==> src/rtl/lcd_bus_arbiter.sv <==
// lcd_bus_arbiter: round-robin arbiter that lets several byte writers share a
// parallel LCD bus. It also runs the LCD power-up reset and wake sequence, and
// shapes each accepted byte into a setup / strobe / hold write cycle.
module lcd_bus_arbiter #(
    parameter int NUM_REQ      = 3,
    parameter int RESET_CYCLES = 120,
    parameter int WAKE_CYCLES  = 1200,
    parameter int SETUP_CYCLES = 1,
    parameter int PULSE_CYCLES = 6,
    parameter int HOLD_CYCLES  = 2
) (
    input  logic                   clk_i,
    input  logic                   reset_n_i,
    input  logic [NUM_REQ-1:0]     req_valid_i,
    input  logic [8*NUM_REQ-1:0]   req_data_i,
    output logic [NUM_REQ-1:0]     req_ready_o,
    input  logic                   lcd_reset_req_i,
    output logic [7:0]             lcd_data_o,
    output logic                   lcd_reset_o,
    output logic                   lcd_enable_o,
    output logic                   busy_o
);

    function automatic int max2(input int a, input int b);
        return (a > b) ? a : b;
    endfunction

    localparam int IDX_W   = $clog2(NUM_REQ);
    localparam int MAX_CYC = max2(max2(max2(RESET_CYCLES, WAKE_CYCLES),
                                       max2(SETUP_CYCLES, PULSE_CYCLES)),
                                  HOLD_CYCLES);
    localparam int CNT_W   = $clog2(MAX_CYC + 1);

    typedef enum logic [2:0] {
        S_RESET  = 3'd0,
        S_WAKE   = 3'd1,
        S_IDLE   = 3'd2,
        S_SETUP  = 3'd3,
        S_STROBE = 3'd4,
        S_HOLD   = 3'd5
    } state_t;

    state_t             state_q, state_d;
    logic [CNT_W-1:0]   cnt_q, cnt_d;
    logic [7:0]         data_q, data_d;
    logic [IDX_W-1:0]   last_grant_q, last_grant_d;

    logic               grant_found;
    logic [IDX_W-1:0]   grant_idx;
    logic               accept;
    logic               cnt_last;

    // Every timed state leaves when its counter reaches 1, so a state loaded
    // with N lasts exactly N cycles.
    assign cnt_last = (cnt_q == CNT_W'(1));

    // Round-robin search: first valid requester after the last winner, wrapping.
    always_comb begin
        logic [IDX_W:0] cand;
        grant_found = 1'b0;
        grant_idx   = '0;
        cand        = '0;
        for (int k = 1; k <= NUM_REQ; k++) begin
            cand = {1'b0, last_grant_q} + (IDX_W+1)'(k);
            if (cand >= (IDX_W+1)'(NUM_REQ)) begin
                cand = cand - (IDX_W+1)'(NUM_REQ);
            end
            if (!grant_found && req_valid_i[cand[IDX_W-1:0]]) begin
                grant_found = 1'b1;
                grant_idx   = cand[IDX_W-1:0];
            end
        end
    end

    // A transfer happens only in IDLE, and a pending LCD reset request wins over any write.
    assign accept = (state_q == S_IDLE) && !lcd_reset_req_i && grant_found;

    // One-hot accept strobe back to the winning requester.
    generate
        for (genvar gi = 0; gi < NUM_REQ; gi++) begin : g_ready
            assign req_ready_o[gi] = accept && (grant_idx == IDX_W'(gi));
        end
    endgenerate

    // State register together with the shared counter, the data latch and the round-robin pointer.
    always_ff @(posedge clk_i or negedge reset_n_i) begin
        if (!reset_n_i) begin
            state_q      <= S_RESET;
            cnt_q        <= CNT_W'(RESET_CYCLES);
            data_q       <= 8'h00;
            last_grant_q <= IDX_W'(NUM_REQ - 1);
        end else begin
            state_q      <= state_d;
            cnt_q        <= cnt_d;
            data_q       <= data_d;
            last_grant_q <= last_grant_d;
        end
    end

    // Next-state logic: sequence the timed states and load the counter on each entry.
    always_comb begin
        state_d      = state_q;
        cnt_d        = cnt_q;
        data_d       = data_q;
        last_grant_d = last_grant_q;
        case (state_q)
            S_RESET: begin
                if (cnt_last) begin
                    state_d = S_WAKE;
                    cnt_d   = CNT_W'(WAKE_CYCLES);
                end else begin
                    cnt_d = cnt_q - CNT_W'(1);
                end
            end
            S_WAKE: begin
                if (cnt_last) begin
                    state_d = S_IDLE;
                end else begin
                    cnt_d = cnt_q - CNT_W'(1);
                end
            end
            S_IDLE: begin
                if (lcd_reset_req_i) begin
                    state_d = S_RESET;
                    cnt_d   = CNT_W'(RESET_CYCLES);
                end else if (accept) begin
                    state_d      = S_SETUP;
                    cnt_d        = CNT_W'(SETUP_CYCLES);
                    data_d       = req_data_i[8*grant_idx +: 8];
                    last_grant_d = grant_idx;
                end
            end
            S_SETUP: begin
                if (cnt_last) begin
                    state_d = S_STROBE;
                    cnt_d   = CNT_W'(PULSE_CYCLES);
                end else begin
                    cnt_d = cnt_q - CNT_W'(1);
                end
            end
            S_STROBE: begin
                if (cnt_last) begin
                    state_d = S_HOLD;
                    cnt_d   = CNT_W'(HOLD_CYCLES);
                end else begin
                    cnt_d = cnt_q - CNT_W'(1);
                end
            end
            S_HOLD: begin
                if (cnt_last) begin
                    state_d = S_IDLE;
                end else begin
                    cnt_d = cnt_q - CNT_W'(1);
                end
            end
            default: begin
                state_d = S_RESET;
                cnt_d   = CNT_W'(RESET_CYCLES);
            end
        endcase
    end

    // Outputs decoded from the state alone, so an asynchronous reset drops the strobe at once.
    always_comb begin
        lcd_reset_o  = (state_q == S_RESET);
        lcd_enable_o = (state_q == S_STROBE);
        busy_o       = (state_q != S_IDLE);
        lcd_data_o   = data_q;
    end

endmodule

==> config.mk <==
export PLATFORM = sky130hd
export DESIGN_NAME = lcd_bus_arbiter
export DESIGN_NICKNAME = d
export VERILOG_FILES = /design/src/rtl/lcd_bus_arbiter.sv
export SDC_FILE = /design/constraint.sdc
export NUM_CORES = 1
export LEC_CHECK = 0
export ABC_CLOCK_PERIOD_IN_PS = 3200
export CAP_MARGIN = 20
export CORE_MARGIN = 1
export CORE_UTILIZATION = 30
export DETAILED_ROUTE_END_ITERATION = 10
export GPL_ROUTABILITY_DRIVEN = 0
export PLACE_DENSITY = 0.54
export SLEW_MARGIN = 40
export SYNTH_ARGS = -nofsm -noshare
export SYNTH_HDL_FRONTEND = slang
export SYNTH_SLANG_ARGS = --single-unit
==> constraint.sdc <==
create_clock -name clk_i -period 3.2 [get_ports clk_i]
set_input_delay 0.64 -clock clk_i [delete_from_list [all_inputs] [get_ports clk_i]]
set_output_delay 0.64 -clock clk_i [all_outputs]
set_load 0.05 [all_outputs]
Word-level counts from Yosys, hierarchy flattened. Index checks and enable logic that the tools add are counted.

Register bits after elaboration: 24. Input bits: 30.

$add $sub $neg: 7. $lt $le $gt $ge: 6. Eq/ne operators: 15. Shifts and indexed selects: 1. Multiplexer cells: 29. Bitwise logic cells: 1. Reductions and logical operators: 16.

Operators with widths (number): $mux W11 (6); $pmux W11 S5 (1); $shiftx A24 B6 Y8 (1); $mux W3 (6); $pmux W3 S5 (1); $mux W2 (6); $eq A11 B1 Y1 const B (1); $sub A11 B1 Y11 const B (1); $ge A3 B2 Y1 const B (3); $lt A2 B3 Y1 const B (3); $logic_and A1 B1 Y1 (7); $add A2 B2 Y3 const B (2); $bmux W1 S2 (3); $eq A3 B2 Y1 const B (2); $eq A3 B3 Y1 const B (2); $mux W1 (6); $ne A2 B1 Y1 const B (3); $sub A2 B2 Y2 const B (3); $reduce_and A5 Y1 (1); $ne A2 B2 Y1 const B (2); $add A2 B1 Y3 const B (1); $eq A3 B1 Y1 const B (1); $logic_not A1 Y1 (3); $logic_not A3 Y1 (1); other kinds (9) (9).

Depth between registers and ports, before layout.
Depth in word-level cells: 16. Depth in mapped cells: 9.

Worst setup path before layout. OpenSTA, ideal clock, no wires.

Kind: register to output. Start: register last_grant_q[1]. End: output port req_ready_o[1]. Arrival time: 2.611 ns. Path slack: -0.051 ns. Stages on the path, launching flop included: 8. Path buffers: 1. Path through: dfstp_2 -> inv_1 -> ha_1 -> mux2_1 -> a222oi_1 -> a21oi_1 -> buf_6 -> and2_1.

Cells in the longest elaborated chain, start to end: 14. Elaborated cells between the ends (all ways): 31. Those cells by class: add/sub (6); order compare (3); eq/ne (1); mux (15); reduce/logical (6).

RTL lines: start, declared (RTL line 46) `logic [IDX_W-1:0] last_grant_q, last_grant_d;`; start signal, assigned (RTL line 91) `last_grant_q <= IDX_W'(NUM_REQ - 1);`; start signal, assigned (RTL line 96) `last_grant_q <= last_grant_d;`; $add A2 B1 Y3 (RTL line 64) `cand = {1'b0, last_grant_q} + (IDX_W+1)'(k);`; $ge A3 B2 Y1 / $sub A2 B2 Y2 (equally long branches) (RTL line 65, 66); $mux W2 (RTL line 65) `if (cand >= (IDX_W+1)'(NUM_REQ)) begin`; $bmux W1 S2 (RTL line 68) `if (!grant_found && req_valid_i[cand[IDX_W-1:0]]) begin`; $mux W1 (implied by the code) (RTL line 68); $mux W1 (RTL line 68); $logic_not A1 Y1 (RTL line 68); $logic_and A1 B1 Y1 (RTL line 68); $mux W1 (RTL line 68); $logic_not A1 Y1 (RTL line 68); $logic_and A1 B1 Y1 (RTL line 68); $mux W2 / $mux W1 (equally long branches) (RTL line 68); $eq A2 B1 Y1 / $logic_and A1 B1 Y1 (equally long branches) (RTL line 81, 76); $logic_and A1 B1 Y1 (*) (RTL line 81) `assign req_ready_o[gi] = accept && (grant_idx == IDX_W'(gi));`; end, declared (RTL line 16) `output logic [NUM_REQ-1:0] req_ready_o,`.

Mark *: on every way between the ends. The rest lies on a longest branch, timed or not. The select of a mux whose other input is x is not followed.

Final worst setup path.
Start: register last_grant_q[1]. End: output port req_ready_o[2].

Cells in the longest elaborated chain, start to end: 14. Elaborated cells between the ends (all ways): 31. Those cells by class: add/sub (6); order compare (3); eq/ne (1); mux (15); reduce/logical (6).

RTL lines (RTL line): $add A2 B1 Y3 (64); $ge A3 B2 Y1 / $sub A2 B2 Y2 (equally long branches) (65, 66); $mux W2 (65); $bmux W1 S2 (68); $mux W1 (implied by the code) (68); $mux W1 (68); $logic_not A1 Y1 (68); $logic_and A1 B1 Y1 (68); $mux W1 (68); $logic_not A1 Y1 (68); $logic_and A1 B1 Y1 (68); $mux W2 / $mux W1 (equally long branches) (68); $eq A2 B2 Y1 / $logic_and A1 B1 Y1 (equally long branches) (81, 76); $logic_and A1 B1 Y1 (*) (81).

Marked as above.

==> results.md <==
* Status: completed
* WL final at 4.73 mm
* Core Box Area at 5240 sq um
* Worst Skew at ~0.0017 ns
* Grt met1 use at 23.9%
* Maximum buffer depth of the clock tree at 2
* Clk_lat worst skew at around 0.26 ns
* Port Buffers at 43
* Synth cell types at 50
* Slowest CP cell: dfstp_2
* Clock tree root buffer cell: clkbuf_8
* CP Class: reg -> out
* Area delta synth->final at 39.8%
* Worst-case reg-to-reg path depth at 9
* Sequential fraction of the synthesis area at ~36%
* Crit end category: output pin
* PwrDens at 251 nW/um^2
* Die area at 5880 sq um
* Drt first-iter violations at 87
* Lkg Pwr at 1.02 nW
* Layout cell share with drive strength beyond 1 at between 10 and 15%
* Top Usage Layer GRT: met2
* Pre-CTS WS at 0.109 ns
* Number of CTS-inserted buffers at 3
* Worst setup margin at 0.0963 ns
* Buffers and inverters on the worst path at 3
* Crit path time final at 3.10 ns
* GRT Total Usage at 17.1%
* Antenna violations before repair at 0
* Placed Instance Area at 2260 sq um
* H-tree level count at 1
* Synthesized net count at 229
* Number of synthesized register bits at 24
* Number of cells on the critical path at 8
* Initial Util at 32.0%
* Nets at 282
* Clk pin slew, worst setup/hold paths at 0.09 ns
* Met3 usage in global routing at 3.45%
* Warnings, synthesis at 0
* Post-synth EDFFs at 0
* Crit path largest cell delay at about 0.53 ns
* FILL cells at 514
* Vias at ~1700
* Max Slew Vio Count at 0
* TritonRoute pass-1 iters at 4
* Hold Vio Cnt, Final at 0
* Peak VDD IR at 155 uV
* N_diodes at 0
* Worst hold path class: reg -> reg
* Die height at 76.7 um
* F_max at 322 MHz
* Non-Filler Instances at 316
* Area of the mapped netlist at between 1500 and 2000 sq um
* Fin Hold WS at 0.540 ns
* Met2 usage at 26.7%
* Die W at approximately 77 um
* Wirelength per Cell at 15.0 um
* Critical Path RT at 2.56 ns
* Asr flop ratio synth at 100%
* Top_reg_cell synth: dfrtp_1
* Post-DP HPWL at about 3.5 mm
* Cell family with most CP delay: flip-flops
* Rel. slew slack at 49.7%
* Hold Path Depth at 1
* Clk sinks at 24
* Final Setup Violations at 0
* Post-CTS Hold Buffers at 0
* Final Cell Area at 2340 sq um
* Placed insts at between 300 and 400
* Cell Rows at 26
* Io pins at 44
* Syn Area/Cell at 8.63 sq um
* First-pass GRT wire length at 8.17 mm
* Drt via density at ~5.5
* CTS tree: done
* Vias in the first global route at 1633
* DRC at 0
* Critical Path Fanout Max at 4
* Final period util at 97.0%
* Worst Tran Pin Value at 0.754 ns
* Largest net degree at the start of global routing at 25
* Crit path cell chain: inv_1 -> ha_4 -> mux2_1 -> a222oi_1 -> buf_4 -> a41o_1 -> and2_4 -> buf_12
* Worst Path Arrival at 2.46 ns
* Synthesized instance count at 194
* Gr ovfl total at 0
* Maxcap violations at 0
* Routed Antenna Nets at 0
* Crit start category: flop
-- final timing paths --
check	slack, ns	to	start
max in group asynchronous	2.17	cnt_q[3]	reset_n_i
min in group asynchronous	0.74	cnt_q[7]	reset_n_i
setup / recovery	0.1	req_ready_o[2]	last_grant_q[1]
hold reg to reg	0.54	cnt_q[8]	cnt_q[8]
setup reg to reg	0.51	cnt_q[6]	last_grant_q[1]
hold / removal	0.54	cnt_q[8]	cnt_q[8]
-- cell usage in the layout, fill, tap and decap left out, drive strengths merged, types with 7 or more instances in the layout --
cell type and instances:
dfrtp 19, a21oi 17, nand2 15, a31oi 10, nor3 7, nor2 18
inv 11, clkdlybuf4s50 40, buf 15, o21ai 16
-- Yosys cell counts (3+ instances only) --
library cell / n / area share [%]
a22o_1: 4 / 2.1
dfstp_2: 5 / 7.8
mux2_1: 3 / 2.0
a22oi_1: 4 / 1.8
o2bb2ai_1: 3 / 1.6
ha_1: 5 / 3.7
and2_1: 3 / 1.1
a31oi_1: 10 / 3.7
nand2b_1: 3 / 1.1
a222oi_1: 5 / 3.0
o21ai_0: 11 / 3.3
inv_1: 10 / 2.2
o21ai_1: 5 / 1.5
a21oi_1: 17 / 5.1
nand3_1: 5 / 1.5
nor2_1: 18 / 4.0
a41o_1: 3 / 1.8
dfrtp_1: 19 / 28
nor3_1: 7 / 2.1
clkbuf_1: 3 / 0.67
nand2_1: 15 / 3.4
-- worst register-to-register path, cell delays in order, from the launching register on --
cell and delay, ns:
dfstp_2 0.53, inv_1 0.09, ha_4 0.30, buf_4 0.17, a222oi_1 0.10, buf_4 0.16
buf_4 0.14, a32oi_2 0.64, o21ai_0 0.22, a22o_1 0.28
-- through the flow --
stage                     utilization (%)  power, mW  setup TNS [ns]
after floorplan                         -      0.329               0
after global placement               43.2      0.385               0
after detailed placement             43.2      0.385               0
after CTS                            44.4      0.598               0
after global routing                 44.7      0.615        -0.00410
final                                44.7      0.588               0
-- cell families (layout without fill, tap and decap cells) --
| family | after synthesis | count (layout) | synth area share, % |
|---|---|---|---|
| AO/OA/AOI/OAI | 78 | 78 | 32.1 |
| multiplexers | 5 | 5 | 3.29 |
| XOR/XNOR | 1 | 1 | 0.523 |
| adder cells (fa/ha/maj) | 5 | 5 | 3.74 |
| buffers and inverters | 18 | 70 | 5.16 |
| flip-flops | 24 | 24 | 36.2 |
| AND/OR/NAND/NOR | 63 | 63 | 18.9 |
-- power breakdown --
group          switching (mW)  internal, mW
Clock                  0.0981         0.110
Sequential                  0         0.303
Combinational          0.0302        0.0468
-- timing repair --
item | in CTS | in global routing
pin swaps | 0 | 1
resized for setup | 0 | 1
setup buffers | 1 | 0
setup endpoints to repair | 1 | 2
-- routing by layer --
layer	part of all wire (%)	routed length, um
met1	48	2290
met2	45	2130
met3	6.0	282
met4	0.59	28
met5	0	0
-- state kept, by name (all words and copies together), names as in the netlist --
name,cells
cnt_q,11
last_grant_q,2
lcd_data_o,8
state_q,3
-- layout make-up --
class                           instances  area, sq um  area share, %
Clock buffer                            4         55.1           2.35
Inverter                               11         41.3           1.76
Multi-Input combinational cell        152          998           42.7
Sequential cell                        24          607           25.9
Tap cell                               70         87.6           3.74
Timing Repair Buffer                   55          551           23.5
Note: power is estimated with default switching activity, not from simulation.
